[src/rtl/sys_rst_pkg.sv]
// rtl/sys_rst_pkg.sv - shared states, defaults and sizing helpers for the reset sequencer
package sys_rst_pkg;

  typedef enum logic [2:0] {
    ST_IDLE      = 3'd0,
    ST_STABLE    = 3'd1,
    ST_SEQ       = 3'd2,
    ST_RUN       = 3'd3,
    ST_SOFT_HOLD = 3'd4
  } state_e;

  localparam int DEF_SYNC_STAGES      = 2;
  localparam int DEF_STABLE_CYCLES    = 1024;
  localparam int DEF_STAGE_GAP        = 16;
  localparam int DEF_SOFT_HOLD_CYCLES = 64;

  localparam int                    LOSS_CNT_W   = 8;
  localparam logic [LOSS_CNT_W-1:0] LOSS_CNT_MAX = '1;

  function automatic int max3(input int a, input int b, input int c);
    int m;
    m = (a > b) ? a : b;
    return (m > c) ? m : c;
  endfunction

  // Counters only ever reach N-1, so clog2(N) bits are enough.
  function automatic int cnt_width(input int n);
    return (n > 1) ? $clog2(n) : 1;
  endfunction

endpackage

[src/rtl/sys_rst_sequencer_if.sv]
// rtl/sys_rst_sequencer_if.sv - lock/request inputs and reset outputs of the sequencer
interface sys_rst_sequencer_if;
  import sys_rst_pkg::*;

  logic                  mmcm_locked;
  logic                  soft_rst_req;
  logic                  clr_count;
  logic                  rst_periph;
  logic                  rst_core;
  logic                  rst_user;
  logic                  ready;
  logic [LOSS_CNT_W-1:0] lock_loss_count;

  modport master (
    output mmcm_locked, soft_rst_req, clr_count,
    input  rst_periph, rst_core, rst_user, ready, lock_loss_count
  );

  modport slave (
    input  mmcm_locked, soft_rst_req, clr_count,
    output rst_periph, rst_core, rst_user, ready, lock_loss_count
  );

endinterface

[src/rtl/cdc_sync_bit.sv]
// rtl/cdc_sync_bit.sv - multi-flop single-bit synchronizer with async active-low reset
module cdc_sync_bit #(
  parameter int STAGES = 2
) (
  input  logic clk_i,
  input  logic rst_n_i,
  input  logic d_i,
  output logic q_o
);

  logic [STAGES-1:0] sync_q;

  always_ff @(posedge clk_i or negedge rst_n_i) begin
    if (!rst_n_i) begin
      sync_q <= '0;
    end else begin
      sync_q[0] <= d_i;
      for (int i = 1; i < STAGES; i++) begin
        sync_q[i] <= sync_q[i-1];
      end
    end
  end

  assign q_o = sync_q[STAGES-1];

endmodule

[src/rtl/sys_rst_sequencer.sv]
// rtl/sys_rst_sequencer.sv - staged peripheral/core/user reset release gated on a stable MMCM lock
module sys_rst_sequencer
  import sys_rst_pkg::*;
#(
  parameter int SYNC_STAGES      = DEF_SYNC_STAGES,
  parameter int STABLE_CYCLES    = DEF_STABLE_CYCLES,
  parameter int STAGE_GAP        = DEF_STAGE_GAP,
  parameter int SOFT_HOLD_CYCLES = DEF_SOFT_HOLD_CYCLES
) (
  input  logic               sys_clk,
  input  logic               sys_clk_rst_n,
  sys_rst_sequencer_if.slave bus
);

  localparam int CNT_SPAN = max3(STABLE_CYCLES, STAGE_GAP, SOFT_HOLD_CYCLES);
  localparam int CW       = cnt_width(CNT_SPAN);

  localparam logic [CW-1:0] STABLE_LAST = CW'(STABLE_CYCLES - 1);
  localparam logic [CW-1:0] GAP_LAST    = CW'(STAGE_GAP - 1);
  localparam logic [CW-1:0] SOFT_LAST   = CW'(SOFT_HOLD_CYCLES - 1);

  state_e                state_q;
  logic [CW-1:0]         cnt_q;
  logic [CW-1:0]         cnt_inc;
  logic                  rst_periph_q;
  logic                  rst_core_q;
  logic                  rst_user_q;
  logic                  ready_q;
  logic [LOSS_CNT_W-1:0] loss_cnt_q;
  logic [LOSS_CNT_W-1:0] loss_cnt_d;
  logic                  lock_s;
  logic                  lock_lost;
  logic                  loss_counted;

  cdc_sync_bit #(
    .STAGES (SYNC_STAGES)
  ) u_lock_sync (
    .clk_i   (sys_clk),
    .rst_n_i (sys_clk_rst_n),
    .d_i     (bus.mmcm_locked),
    .q_o     (lock_s)
  );

  assign cnt_inc      = cnt_q + CW'(1);
  assign lock_lost    = !lock_s && (state_q != ST_IDLE);
  // Only losses after release has begun are interesting to software.
  assign loss_counted = !lock_s && (state_q == ST_SEQ || state_q == ST_RUN);

  always_comb begin
    loss_cnt_d = loss_cnt_q;
    if (bus.clr_count) begin
      loss_cnt_d = '0;
    end else if (loss_counted && (loss_cnt_q != LOSS_CNT_MAX)) begin
      loss_cnt_d = loss_cnt_q + LOSS_CNT_W'(1);
    end
  end

  always_ff @(posedge sys_clk or negedge sys_clk_rst_n) begin
    if (!sys_clk_rst_n) begin
      state_q      <= ST_IDLE;
      cnt_q        <= '0;
      rst_periph_q <= 1'b1;
      rst_core_q   <= 1'b1;
      rst_user_q   <= 1'b1;
      ready_q      <= 1'b0;
      loss_cnt_q   <= '0;
    end else begin
      loss_cnt_q <= loss_cnt_d;
      if (lock_lost) begin
        // Lock loss overrides everything, including a same-cycle soft request.
        state_q      <= ST_IDLE;
        cnt_q        <= '0;
        rst_periph_q <= 1'b1;
        rst_core_q   <= 1'b1;
        rst_user_q   <= 1'b1;
        ready_q      <= 1'b0;
      end else begin
        case (state_q)
          ST_IDLE: begin
            cnt_q        <= '0;
            rst_periph_q <= 1'b1;
            rst_core_q   <= 1'b1;
            rst_user_q   <= 1'b1;
            ready_q      <= 1'b0;
            if (lock_s) begin
              state_q <= ST_STABLE;
            end
          end
          ST_STABLE: begin
            if (cnt_q == STABLE_LAST) begin
              state_q      <= ST_SEQ;
              cnt_q        <= '0;
              rst_periph_q <= 1'b0;
            end else begin
              cnt_q <= cnt_inc;
            end
          end
          ST_SEQ: begin
            if (cnt_q == GAP_LAST) begin
              cnt_q <= '0;
              if (rst_core_q) begin
                rst_core_q <= 1'b0;
              end else begin
                rst_user_q <= 1'b0;
                ready_q    <= 1'b1;
                state_q    <= ST_RUN;
              end
            end else begin
              cnt_q <= cnt_inc;
            end
          end
          ST_RUN: begin
            cnt_q <= '0;
            if (bus.soft_rst_req) begin
              state_q      <= ST_SOFT_HOLD;
              rst_periph_q <= 1'b1;
              rst_core_q   <= 1'b1;
              rst_user_q   <= 1'b1;
              ready_q      <= 1'b0;
            end
          end
          ST_SOFT_HOLD: begin
            // Lock is already known good here, so the stability window is skipped.
            if (cnt_q == SOFT_LAST) begin
              state_q      <= ST_SEQ;
              cnt_q        <= '0;
              rst_periph_q <= 1'b0;
            end else begin
              cnt_q <= cnt_inc;
            end
          end
          default: begin
            state_q      <= ST_IDLE;
            cnt_q        <= '0;
            rst_periph_q <= 1'b1;
            rst_core_q   <= 1'b1;
            rst_user_q   <= 1'b1;
            ready_q      <= 1'b0;
          end
        endcase
      end
    end
  end

  assign bus.rst_periph      = rst_periph_q;
  assign bus.rst_core        = rst_core_q;
  assign bus.rst_user        = rst_user_q;
  assign bus.ready           = ready_q;
  assign bus.lock_loss_count = loss_cnt_q;

endmodule

[src/flat_wrapper.sv]
// flat-port wrapper written by rule: the top's interface ports become plain ports
module sys_rst_sequencer_flat import sys_rst_pkg::*;
#(
  parameter int SYNC_STAGES      = DEF_SYNC_STAGES,
  parameter int STABLE_CYCLES    = DEF_STABLE_CYCLES,
  parameter int STAGE_GAP        = DEF_STAGE_GAP,
  parameter int SOFT_HOLD_CYCLES = DEF_SOFT_HOLD_CYCLES
)
  (sys_clk, sys_clk_rst_n, bus_mmcm_locked, bus_soft_rst_req, bus_clr_count, bus_rst_periph, bus_rst_core, bus_rst_user, bus_ready, bus_lock_loss_count);
  sys_rst_sequencer_if bus_i ();
  input  logic sys_clk;
  input  logic sys_clk_rst_n;
  input wire logic [$bits(bus_i.mmcm_locked)-1:0] bus_mmcm_locked;
  input wire logic [$bits(bus_i.soft_rst_req)-1:0] bus_soft_rst_req;
  input wire logic [$bits(bus_i.clr_count)-1:0] bus_clr_count;
  output wire logic [$bits(bus_i.rst_periph)-1:0] bus_rst_periph;
  output wire logic [$bits(bus_i.rst_core)-1:0] bus_rst_core;
  output wire logic [$bits(bus_i.rst_user)-1:0] bus_rst_user;
  output wire logic [$bits(bus_i.ready)-1:0] bus_ready;
  output wire logic [$bits(bus_i.lock_loss_count)-1:0] bus_lock_loss_count;
  assign bus_i.mmcm_locked = bus_mmcm_locked;
  assign bus_i.soft_rst_req = bus_soft_rst_req;
  assign bus_i.clr_count = bus_clr_count;
  assign bus_rst_periph = bus_i.rst_periph;
  assign bus_rst_core = bus_i.rst_core;
  assign bus_rst_user = bus_i.rst_user;
  assign bus_ready = bus_i.ready;
  assign bus_lock_loss_count = bus_i.lock_loss_count;
  sys_rst_sequencer #(.SYNC_STAGES(SYNC_STAGES), .STABLE_CYCLES(STABLE_CYCLES), .STAGE_GAP(STAGE_GAP), .SOFT_HOLD_CYCLES(SOFT_HOLD_CYCLES)) u_core (.sys_clk(sys_clk), .sys_clk_rst_n(sys_clk_rst_n), .bus(bus_i));
endmodule
[config.mk]
export PLATFORM = sky130hd
export DESIGN_NAME = sys_rst_sequencer_flat
export DESIGN_NICKNAME = d
export VERILOG_FILES = /design/src/rtl/sys_rst_pkg.sv /design/src/rtl/sys_rst_sequencer_if.sv /design/src/rtl/cdc_sync_bit.sv /design/src/rtl/sys_rst_sequencer.sv /design/src/flat_wrapper.sv
export SDC_FILE = /design/constraint.sdc
export NUM_CORES = 1
export LEC_CHECK = 0
export ABC_CLOCK_PERIOD_IN_PS = 5300
export CAP_MARGIN = 15
export CORE_MARGIN = 4
export CORE_UTILIZATION = 40
export CTS_CLUSTER_DIAMETER = 120
export DETAILED_ROUTE_END_ITERATION = 7
export DONT_BUFFER_PORTS = 1
export GPL_TIMING_DRIVEN = 1
export PLACE_DENSITY_LB_ADDON = 0.05
export SLEW_MARGIN = 25
export SYNTH_ARGS = -nofsm -noshare
export SYNTH_HDL_FRONTEND = slang
export SYNTH_SLANG_ARGS = --single-unit
[constraint.sdc]
create_clock -name sys_clk -period 5.3 [get_ports sys_clk]
set_clock_uncertainty 0.15 [all_clocks]
set_input_delay 1.06 -clock sys_clk [delete_from_list [all_inputs] [get_ports sys_clk]]
set_output_delay 1.06 -clock sys_clk [all_outputs]
set_load 0.03 [all_outputs]
==> results of run 1 <==
-- synth_stat cells, types with 3 or more instances --
cell type | count | area (um2)
xor2_1 | 12 | 105
o21ai_0 | 3 | 15.0
nand4_1 | 3 | 18.8
nand3_1 | 6 | 30.0
and3_1 | 5 | 31.3
a21oi_2 | 8 | 70.1
nand2_1 | 6 | 22.5
nor2_1 | 13 | 48.8
dfstp_2 | 3 | 78.8
dfrtp_1 | 24 | 601
o211ai_1 | 3 | 22.5
and4_1 | 3 | 26.3
xnor2_1 | 5 | 43.8
buf_2 | 4 | 20.0
inv_1 | 3 | 11.3
-- cell type report --
cell class	count	area, um2
Inverter	3	11.3
Clock buffer	4	45.0
Sequential cell	27	679
Fill cell	376	2100
Tap cell	48	60.1
Multi-Input combinational cell	111	847
-- logic make-up (layout without fill, tap and decap cells) --
group	count (synthesis)	after routing	synth area share, %
AOI/OAI and AO/OA	35	35	19.9
xor gates and xnor gates	17	17	9.44
and+or+nand+nor	56	56	22.1
muxes	1	1	0.635
adders and majority gates	2	2	1.59
DFF	27	27	43.1
buffers and inverters	10	7	3.17
-- worst max path at each step --
stage	startpoint	to	slack, ps	cells past startpoint
finish	u_core.bus.rst_core$_DFFE_PN1P_	bus_rst_core	3150	0
CTS	u_core.bus.rst_core$_DFFE_PN1P_	bus_rst_core	3130	0
detailed placement	u_core.cnt_q[0]$_DFF_PN0_	u_core.state_q[1]$_DFFE_PN0P_	3350	5
floorplan	bus_soft_rst_req	u_core.state_q[0]$_DFFE_PN0P_	3460	3
global placement	u_core.cnt_q[0]$_DFF_PN0_	u_core.state_q[1]$_DFFE_PN0P_	3330	5
global route	u_core.bus.rst_core$_DFFE_PN1P_	bus_rst_core	3100	0
-- flip-flops by register name (all words and copies together) (netlist names) --
name and cells:
u_core.bus.ready 1, u_core.bus.rst_periph 1, u_core.state_q 3, u_core.cnt_q 10, u_core.u_lock_sync.sync_q 2, u_core.bus.lock_loss_count 8
u_core.bus.rst_user 1, u_core.bus.rst_core 1
-- per-stage QoR --
step	hold slack, ps	std cells	total power, W	util [%]
final	210	193	0.000558	43.9
after global routing	228	193	0.000593	43.9
after CTS	218	193	0.000566	43.9
after detailed placement	196	189	0.000445	42.7
after global placement	191	189	0.000444	42.7
after floorplan	181	148	0.000423	-
-- routing by layer --
layer  wire length (um)  up-vias  share of wire (%)  GRT usage [%]
met1               1370      530                 46           17.1
met5                  0        -                  0              0
li1                   -      537                  -              -
met3                163        4                5.5           3.41
met2               1360       26                 46           17.8
met4                 55        0                1.9           6.47
-- power breakdown --
part / switching, W / internal [W]
registers: 0.0000724 / 0.000237
clock network: 0.0000627 / 0.0000539
logic: 0.0000716 / 0.0000605
-- layout by cell type, fill, tap and decap left out, types with 3 or more instances in the layout --
cell	instances
a21oi_2	8
nor2_1	13
xor2_1	12
clkbuf_8	3
o21ai_0	3
and3_1	5
dfrtp_1	24
nand4_1	3
nand3_1	6
nand2_1	6
o211ai_1	3
xnor2_1	5
and4_1	3
dfstp_2	3
inv_1	3
==> out/metrics.cfg, run 1 <==
[cts]
postCtsHoldBufs = 0
ctsHtreeMaxLevel = 1
cts_buffer_depth = 2
cts_tree = built
clock_latency_ps = 270
cts_root_buffer = clkbuf_8
post_cts_buffers = 0
cts_sinks = 27
cts-resized-gates = 0
numCtsBuffers = 3
clkTransAtPathRegs_ps = 90

[place]
dp_hpwl_um = 2120
dpl-instance-area_um2 = 1600
routabilityCongestion = 0.803
pre_cts_ws_ps = 3350
numPortBuffers = 0

[route]
drt_first_pass_iters = 4
ant_nets = 0
routed_wl_um = 2940
drc = 0
first_iter_violations = 62
vias = 1097
routedWlPerCell_um = 15.2
vias_per_cell = 5.68

[worst_setup_path]
worst-setup-path-type = flip-flop to output port
cp_data_arrival_time_ps = 940
r2r_start = u_core.state_q[0]$_DFFE_PN0P_
r2r-end = u_core.cnt_q[8]$_DFF_PN0_
ff2ff_path_depth = 4
rrSetupSlack_ps = 3340
crit_path_start_kind = flip-flop
crit_fanout = 3
required_ps = 4090
end_kind = output port

[min_path]
worst_hold_path_type = flip-flop to flip-flop
min_path_cells = 0
worstHoldStart = u_core.u_lock_sync.sync_q[0]$_DFF_PN0_
min_to = u_core.u_lock_sync.sync_q[1]$_DFF_PN0_

[power]
vdd_ir_drop_max_mv = 0.196
p_leak_nw = 0.650
power_density_nw_per_um2 = 340

[synthesis]
synth_area_um2 = 1580
syn_area_per_cell_um2 = 10.7
synth.distinct_cells = 51
synth_edf_count = 0
ys_ff_latch = 27
synth_seq_area_share_pct = 43.1
synthArstFlopShare_pct = 100
syn-instance-count = 148
ys_warn_count = 0
synth_fp_nets = 155
synth_ff_type = dfrtp_1

[floorplan]
die_w_um = 70.8
die_h_um = 70.8
fp.coreArea_um2 = 3740
start_util_pct = 42.1
die_area_um2 = 5010
rows = 22
pin_count = 17

[outcome]
outcome = complete, no violations

[timing]
timing.fmax_ghz = 0.464
tightestPinTransition_ps = 541
worst_slack_ps = 3150
finalHoldViolCount = 0
setup_viol = 0
setup_tns_ps = 0
fin_crit_ps = 2150
drv_slew = 0
rsz0062_at_grt = no
post-route-period-util_pct = 40.6
max_slew_margin_pct = 63.9

[global_routing]
grt_pass1_vias = 1034
antenna_found_initial = 0
grt.overflow.total = 0
grt_max_degree = 28
grt_usage_pct = 12.5
grt_pass1_wl_um = 4970

[job]
cap_violations = 0

[finish]
final_nets = 153
stdcell_area_um2 = 1640
antennaDiodeCount = 0
drive_gt1_share_pct = 17.2
synthToLayoutAreaGrowth_pct = 4.21

Note: power is estimated with default switching activity, not from simulation.
==> run 2: changes to the inputs <==
--- a/config.mk
+++ b/config.mk
@@ -5,7 +5,7 @@
 export SDC_FILE = /design/constraint.sdc
 export NUM_CORES = 1
 export LEC_CHECK = 0
-export ABC_CLOCK_PERIOD_IN_PS = 5300
+export ABC_CLOCK_PERIOD_IN_PS = 2200
 export CAP_MARGIN = 15
 export CORE_MARGIN = 4
 export CORE_UTILIZATION = 40
==> constraint.sdc (replaced) <==
create_clock -name sys_clk -period 2.2 [get_ports sys_clk]
set_clock_uncertainty 0.15 [all_clocks]
set_input_delay 0.44 -clock sys_clk [delete_from_list [all_inputs] [get_ports sys_clk]]
set_output_delay 0.44 -clock sys_clk [all_outputs]
set_load 0.03 [all_outputs]
==> out/metrics.cfg, run 2 (same netlist as run 1, synthesis figures left out) <==
[outcome]
outcome = complete, no violations

[place]
dpl-instance-area_um2 = 1670  ; +4.7%
routabilityCongestion = 0.820  ; +2.2%
pre_cts_ws_ps = 287  ; -3060 ps
dp_hpwl_um = 2270  ; +6.8%
numPlacedInstances = 199  ; +5.3%
numPortBuffers = 0  ; unchanged

[worst_setup_path]
cp_slowest_cell = dfrtp_1
cp.buffers_inverters = 0
r2r_start = u_core.cnt_q[0]$_DFF_PN0_
startpoint = u_core.cnt_q[0]$_DFF_PN0_
crit_chain = ha_1 > and3_1 > nand3_1 > o31ai_4 > o31ai_1
cp_data_arrival_time_ps = 1890  ; +950 ps
ff2ff_path_depth = 5  ; +1
cp.depth = 5  ; +5
cp_top_family = simple AND/OR/NAND/NOR gates
end_kind = flip-flop
worst-setup-path-type = flip-flop to flip-flop
crit_path_start_kind = flip-flop
slowest_delay_ps = 400
crit_fanout = 7  ; +4
required_ps = 2200  ; -1890 ps

[finish]
regMostFlops = u_core.cnt_q
stdcell_area_um2 = 1750  ; +6.6%
drive_gt1_share_pct = 23.6  ; +6.3 points
final_common_cell = dfrtp_1
fin_cells = 205  ; +6.2%
largest_reg_flops = 10  ; unchanged
final_nets = 165  ; +7.8%
final_cell_mix = 24 x dfrtp_1, 13 x nor2_1, 12 x xor2_1
synthToLayoutAreaGrowth_pct = 11.1
antennaDiodeCount = 0  ; unchanged

[power]
p_sw_share_pct = 37.3  ; +0.27 points
p_int_w = 0.000869  ; +150%
p_clk_share_pct = 20.7  ; -0.2 points
seq_power_share_pct = 51.5  ; -3.9 points
p_leak_nw = 0.716  ; +10%
vdd_ir_drop_max_mv = 0.265  ; +35%
p_comb_share_pct = 27.8  ; +4.1 points
power.switching_w = 0.000518  ; +150%
power_density_nw_per_um2 = 792  ; +130%

[global_routing]
antenna_found_initial = 0  ; unchanged
grt_pass1_wl_um = 5220  ; +5.0%
grt_usage_pct = 12.9  ; +0.47 points
grt.overflow.total = 0  ; unchanged
grt_pass1_vias = 1110  ; +7.4%
grt_max_degree = 28  ; unchanged

[timing]
setup_viol = 0  ; unchanged
post-route-period-util_pct = 86.0
tightestPinTransition_ps = 428  ; -113 ps
hold_slack_ps = 41.4  ; -169 ps
setup_tns_ps = 0  ; unchanged
finalHoldViolCount = 0  ; unchanged
timing.fmax_ghz = 0.529
drv_slew = 0  ; unchanged
worst_slack_ps = 309  ; -2840 ps
max_slew_margin_pct = 71.5  ; +7.5 points
fin_crit_ps = 1890
rsz0062_at_grt = no

[cts]
cts_tree = built
clock_latency_ps = 270  ; about the same
clkTransAtPathRegs_ps = 100  ; about the same
cts_buffer_depth = 2  ; unchanged
cts-resized-gates = 0  ; unchanged
cts_sinks = 27  ; unchanged
numCtsBuffers = 3  ; unchanged
ctsHtreeMaxLevel = 1  ; unchanged
cts_root_buffer = clkbuf_8

[route]
vias_per_cell = 5.46  ; -3.9%
ant_nets = 0  ; unchanged
drc = 0  ; unchanged
routed_wl_um = 3070  ; +4.5%
first_iter_violations = 63  ; +1.6%
drt_first_pass_iters = 4  ; unchanged
routedWlPerCell_um = 15.0  ; -1.6%
vias = 1120  ; +2.1%

[floorplan]
die_w_um = 70.8  ; unchanged
die_h_um = 70.8  ; unchanged
start_util_pct = 42.1  ; unchanged
rows = 22  ; unchanged
fp.coreArea_um2 = 3740  ; unchanged
die_area_um2 = 5010  ; unchanged
pin_count = 17  ; unchanged

[min_path]
worst_hold_path_type = primary input to flip-flop
worstHoldStart = bus_mmcm_locked
min_path_cells = 0  ; unchanged

[job]
cap_violations = 0  ; unchanged

[run 2: cell count changes in the layout (fill, tap and decap cells not counted)]
cell,change
buf_4,+10
dlygate4sd3_1,+1
clkinvlp_4,+1
clkbuf_1,-1
buf_12,+1
[run 2: area by class of cell]
| cell class | count | area [um2] |
|---|---|---|
| Fill cell | 363 | 1990 |
| Multi-Input combinational cell | 111 | 847 |
| Sequential cell | 27 | 679 |
| Timing Repair Buffer | 12 | 105 |
| Tap cell | 48 | 60.1 |
| Clock buffer | 3 | 41.3 |
| Inverter | 3 | 11.3 |
| Clock inverter | 1 | 7.51 |
[run 2: timing repair]
action,in CTS,in global routing
hold endpoints to repair,27,0
hold buffers,2,0
buffers inserted,0,0
[run 2: per-layer routing]
| layer | up-vias | GRT usage, % | share of wire, % |
|---|---|---|---|
| met5 | - | 0 | 0 |
| met4 | 0 | 3.76 | 0.78 |
| met3 | 2 | 3.13 | 3.9 |
| met2 | 13 | 20.5 | 47 |
| met1 | 550 | 17.6 | 48 |
| li1 | 555 | - | - |
[run 2: path summary, 6_finish.rpt]
kind / endpoint / slack (ps)
worst max-delay path: u_core.state_q[1]$_DFFE_PN0P_ / 310
worst min-delay path: u_core.u_lock_sync.sync_q[0]$_DFF_PN0_ / 40
worst max register to register: u_core.state_q[1]$_DFFE_PN0P_ / 310
worst min register to register: u_core.u_lock_sync.sync_q[1]$_DFF_PN0_ / 210
max in group asynchronous: u_core.bus.rst_periph$_DFFE_PN1P_ / 1220
min in group asynchronous: u_core.state_q[0]$_DFFE_PN0P_ / 450
[run 2: per-stage QoR]
stage	power (W)	utilization (%)
CTS	0.00141	46.8
finish	0.00139	46.8
global placement	0.00109	44.7
detailed placement	0.00110	44.7
floorplan	0.00102	-
global route	0.00147	46.8
[run 2: power groups by stage]
stage	clock network, W	registers, W	logic, W
floorplan	0	0.000689	0.000331
detailed placement	0	0.000725	0.000373
global placement	0	0.000720	0.000367
CTS	0.000302	0.000715	0.000391
global route	0.000317	0.000729	0.000429
finish	0.000287	0.000714	0.000386
==> run 3: changes to the inputs <==
--- a/config.mk
+++ b/config.mk
@@ -5,10 +5,13 @@
 export SDC_FILE = /design/constraint.sdc
 export NUM_CORES = 1
 export LEC_CHECK = 0
+export ABC_AREA = 1
 export ABC_CLOCK_PERIOD_IN_PS = 2200
 export CAP_MARGIN = 15
+export CELL_PAD_IN_SITES_DETAIL_PLACEMENT = 1
+export CELL_PAD_IN_SITES_GLOBAL_PLACEMENT = 2
 export CORE_MARGIN = 4
-export CORE_UTILIZATION = 40
+export CORE_UTILIZATION = 36
 export CTS_CLUSTER_DIAMETER = 120
 export DETAILED_ROUTE_END_ITERATION = 7
 export DONT_BUFFER_PORTS = 1
==> out/metrics.cfg, run 3 <==
[outcome]
outcome = complete, no violations

[synthesis]
synth_ff_type = dfrtp_1
synth.area.top_cells = dfrtp_1 41%, nand2_1 13%, inv_1 6.6%, nand3_1 6.1%, nor2_1 5.6%
synth_edf_count = 0  ; unchanged
ys_warn_count = 0  ; unchanged
syn-instance-count = 193  ; +30%
syn_area_per_cell_um2 = 7.68  ; -28%
synthTopCellsByCount = 51 x nand2_1, 26 x inv_1, 24 x dfrtp_1, 22 x nor2_1, 18 x nand3_1
synth.distinct_cells = 27  ; -47%
synth_top_cell_area_share_pct = 40.5  ; +2.4 points
synth_area_um2 = 1480  ; -6.0%
synth_top_area_cell = dfrtp_1
synth.most_common_cell = nand2_1
synth_fp_nets = 200  ; +29%
ys_ff_latch = 27  ; unchanged
synthArstFlopShare_pct = 100  ; unchanged
synth_seq_area_share_pct = 45.8  ; +2.7 points

[cts]
cts_sinks = 27  ; unchanged
cts_buffer_depth = 2  ; unchanged
clock_latency_ps = 270  ; about the same
cts_root_buffer = clkbuf_8
ctsHtreeMaxLevel = 1  ; unchanged
postCtsHoldBufs = 2  ; unchanged
post_cts_buffers = 0  ; unchanged
cts_tree = built
clkTransAtPathRegs_ps = 100  ; about the same
numCtsBuffers = 3  ; unchanged
cts-resized-gates = 0  ; unchanged

[route]
routedWlPerCell_um = 14.1  ; -6.0%
drc = 0  ; unchanged
ant_nets = 0  ; unchanged
first_iter_violations = 20  ; -68%
routed_wl_um = 3580  ; +16%
vias = 1285  ; +15%
vias_per_cell = 5.06  ; -7.4%
drt_first_pass_iters = 4  ; unchanged

[floorplan]
start_util_pct = 37.1  ; -5.0 points
die_h_um = 72.2  ; +2.0%
fp.coreArea_um2 = 4000  ; +6.9%
die_w_um = 72.2  ; +2.0%
rows = 23  ; +4.5%
pin_count = 17  ; unchanged
die_area_um2 = 5210  ; +4.0%

[finish]
final_cell_mix = 51 x nand2_1, 26 x inv_1, 24 x dfrtp_1
fillCellCount = 501  ; +38%
multi_input_area_um2 = 692  ; -18%
drive_gt1_share_pct = 14.7  ; -8.9 points
synthToLayoutAreaGrowth_pct = 11.8
regMostFlops = u_core.cnt_q
antennaDiodeCount = 0  ; unchanged
regArea_um2 = 679  ; unchanged
finish.utilization_pct = 41.4  ; -5.3 points
final_nets = 212  ; +28%
largest_reg_flops = 10  ; unchanged
final_common_cell = nand2_1

[timing]
post-route-period-util_pct = 84.0  ; -1.9 points
max_slew_margin_pct = 73.4  ; +1.9 points
setup_viol = 0  ; unchanged
drv_slew = 0  ; unchanged
timing.fmax_ghz = 0.541  ; +2.3%
fin_crit_ps = 1850  ; -42.7 ps
setup_tns_ps = 0  ; unchanged
tightestPinTransition_ps = 399  ; -28.8 ps
rsz0062_at_grt = no
finalHoldViolCount = 0  ; unchanged

[global_routing]
antenna_found_initial = 0  ; unchanged
grt_usage_pct = 15.3  ; +2.4 points
grt_pass1_vias = 1363  ; +23%
grt_max_degree = 28  ; unchanged
grt_pass1_wl_um = 6340  ; +21%
grt.overflow.total = 0  ; unchanged

[place]
routabilityCongestion = 0.768  ; -6.4%
numPortBuffers = 0  ; unchanged
dp_hpwl_um = 2840  ; +25%

[worst_setup_path]
cp.buffers_inverters = 2  ; +2
cpMostUsedCell = nand2_1
crit_chain = nand2_1 > inv_1 > nand2_1 > o21ai_4 > inv_4 > nand2_2 > nand2_1 > nand2_1 > nor2_1
cp_slowest_cell = dfrtp_1
slowest_delay_ps = 600  ; +200 ps
crit_path_start_kind = flip-flop
cp_top_family = flip-flops
crit_fanout = 10  ; +3
r2r_start = u_core.bus.lock_loss_count[4]$_DFFE_PN0P_
worst-setup-path-type = flip-flop to flip-flop
required_ps = 2220  ; +20 ps
end_kind = flip-flop
cp_data_arrival_time_ps = 1870  ; -20 ps
startpoint = u_core.bus.lock_loss_count[4]$_DFFE_PN0P_

[power]
p_leak_nw = 0.820  ; +14%
power_density_nw_per_um2 = 917  ; +16%
vdd_ir_drop_max_mv = 0.487  ; +84%

[min_path]
worstHoldStart = bus_mmcm_locked
worst_hold_path_type = primary input to flip-flop

[job]
cap_violations = 0  ; unchanged

[run 3: cell count changes in the layout (fill, tap and decap cells not counted), sizes merged, moves of 5 or more]
cell   before  now
buf        11    6
xnor2       5    0
nand2       8   56
nor3        2    8
and3        5    0
xor2       12    2
a21oi      10    2
nor2       13   25
inv         3   28
o21ai       6   12
nand3       6   20
[run 3: final timing paths]
check	slack, ps	end	cells past startpoint
worst max-delay path	350	u_core.bus.lock_loss_count[5]$_DFFE_PN0P_	9
worst min-delay path	40	u_core.u_lock_sync.sync_q[0]$_DFF_PN0_	0
worst max register to register	350	u_core.bus.lock_loss_count[5]$_DFFE_PN0P_	9
worst min register to register	220	u_core.u_lock_sync.sync_q[1]$_DFF_PN0_	0
max in group asynchronous	1220	u_core.bus.rst_user$_DFFE_PN1P_	2
min in group asynchronous	440	u_core.cnt_q[3]$_DFF_PN0_	2
[run 3: logic make-up after synthesis]
kind of cell / share of synthesized area [%]
AO/OA/AOI/OAI: 6.75
XOR/XNOR: 1.18
adder cells (fa/ha/maj): 1.69
buffers and inverters: 7.51
flip-flops: 45.8
AND/OR/NAND/NOR: 37.0
[run 3: power breakdown]
part / internal, W / switching [W]
Clock: 0.000130 / 0.000157
Sequential: 0.000589 / 0.000132
Combinational: 0.000159 / 0.000354
[run 3: final cells by class]
cell class                      instances  share of cell area, %
Timing Repair Buffer                    7                   4.08
Multi-Input combinational cell        137                   41.7
Sequential cell                        27                   41.0
Clock buffer                            4                   2.72
Tap cell                               50                   3.77
Inverter                               29                   6.72
[run 3: per-stage QoR]
step / area (um2) / hold WS (ps) / std cells / total power [W] / setup WS, ps
floorplan: 1480 / -5.59 / 193 / 0.00111 / 448
global placement: 1580 / -4.79 / 248 / 0.00121 / 418
detailed placement: 1580 / -4.78 / 248 / 0.00124 / 372
CTS: 1660 / 33.6 / 254 / 0.00154 / 340
global route: 1660 / 12.9 / 254 / 0.00166 / 219
finish: 1660 / 41.1 / 254 / 0.00152 / 352
[run 3: metal layers]
metal | routed length, um | GRT usage (%) | vias up
met2 | 1770 | 26.4 | 12
met3 | 103 | 2.77 | 6
met4 | 70 | 5.22 | 0
li1 | - | - | 642
met1 | 1630 | 19.2 | 625
met5 | 0 | 0 | -
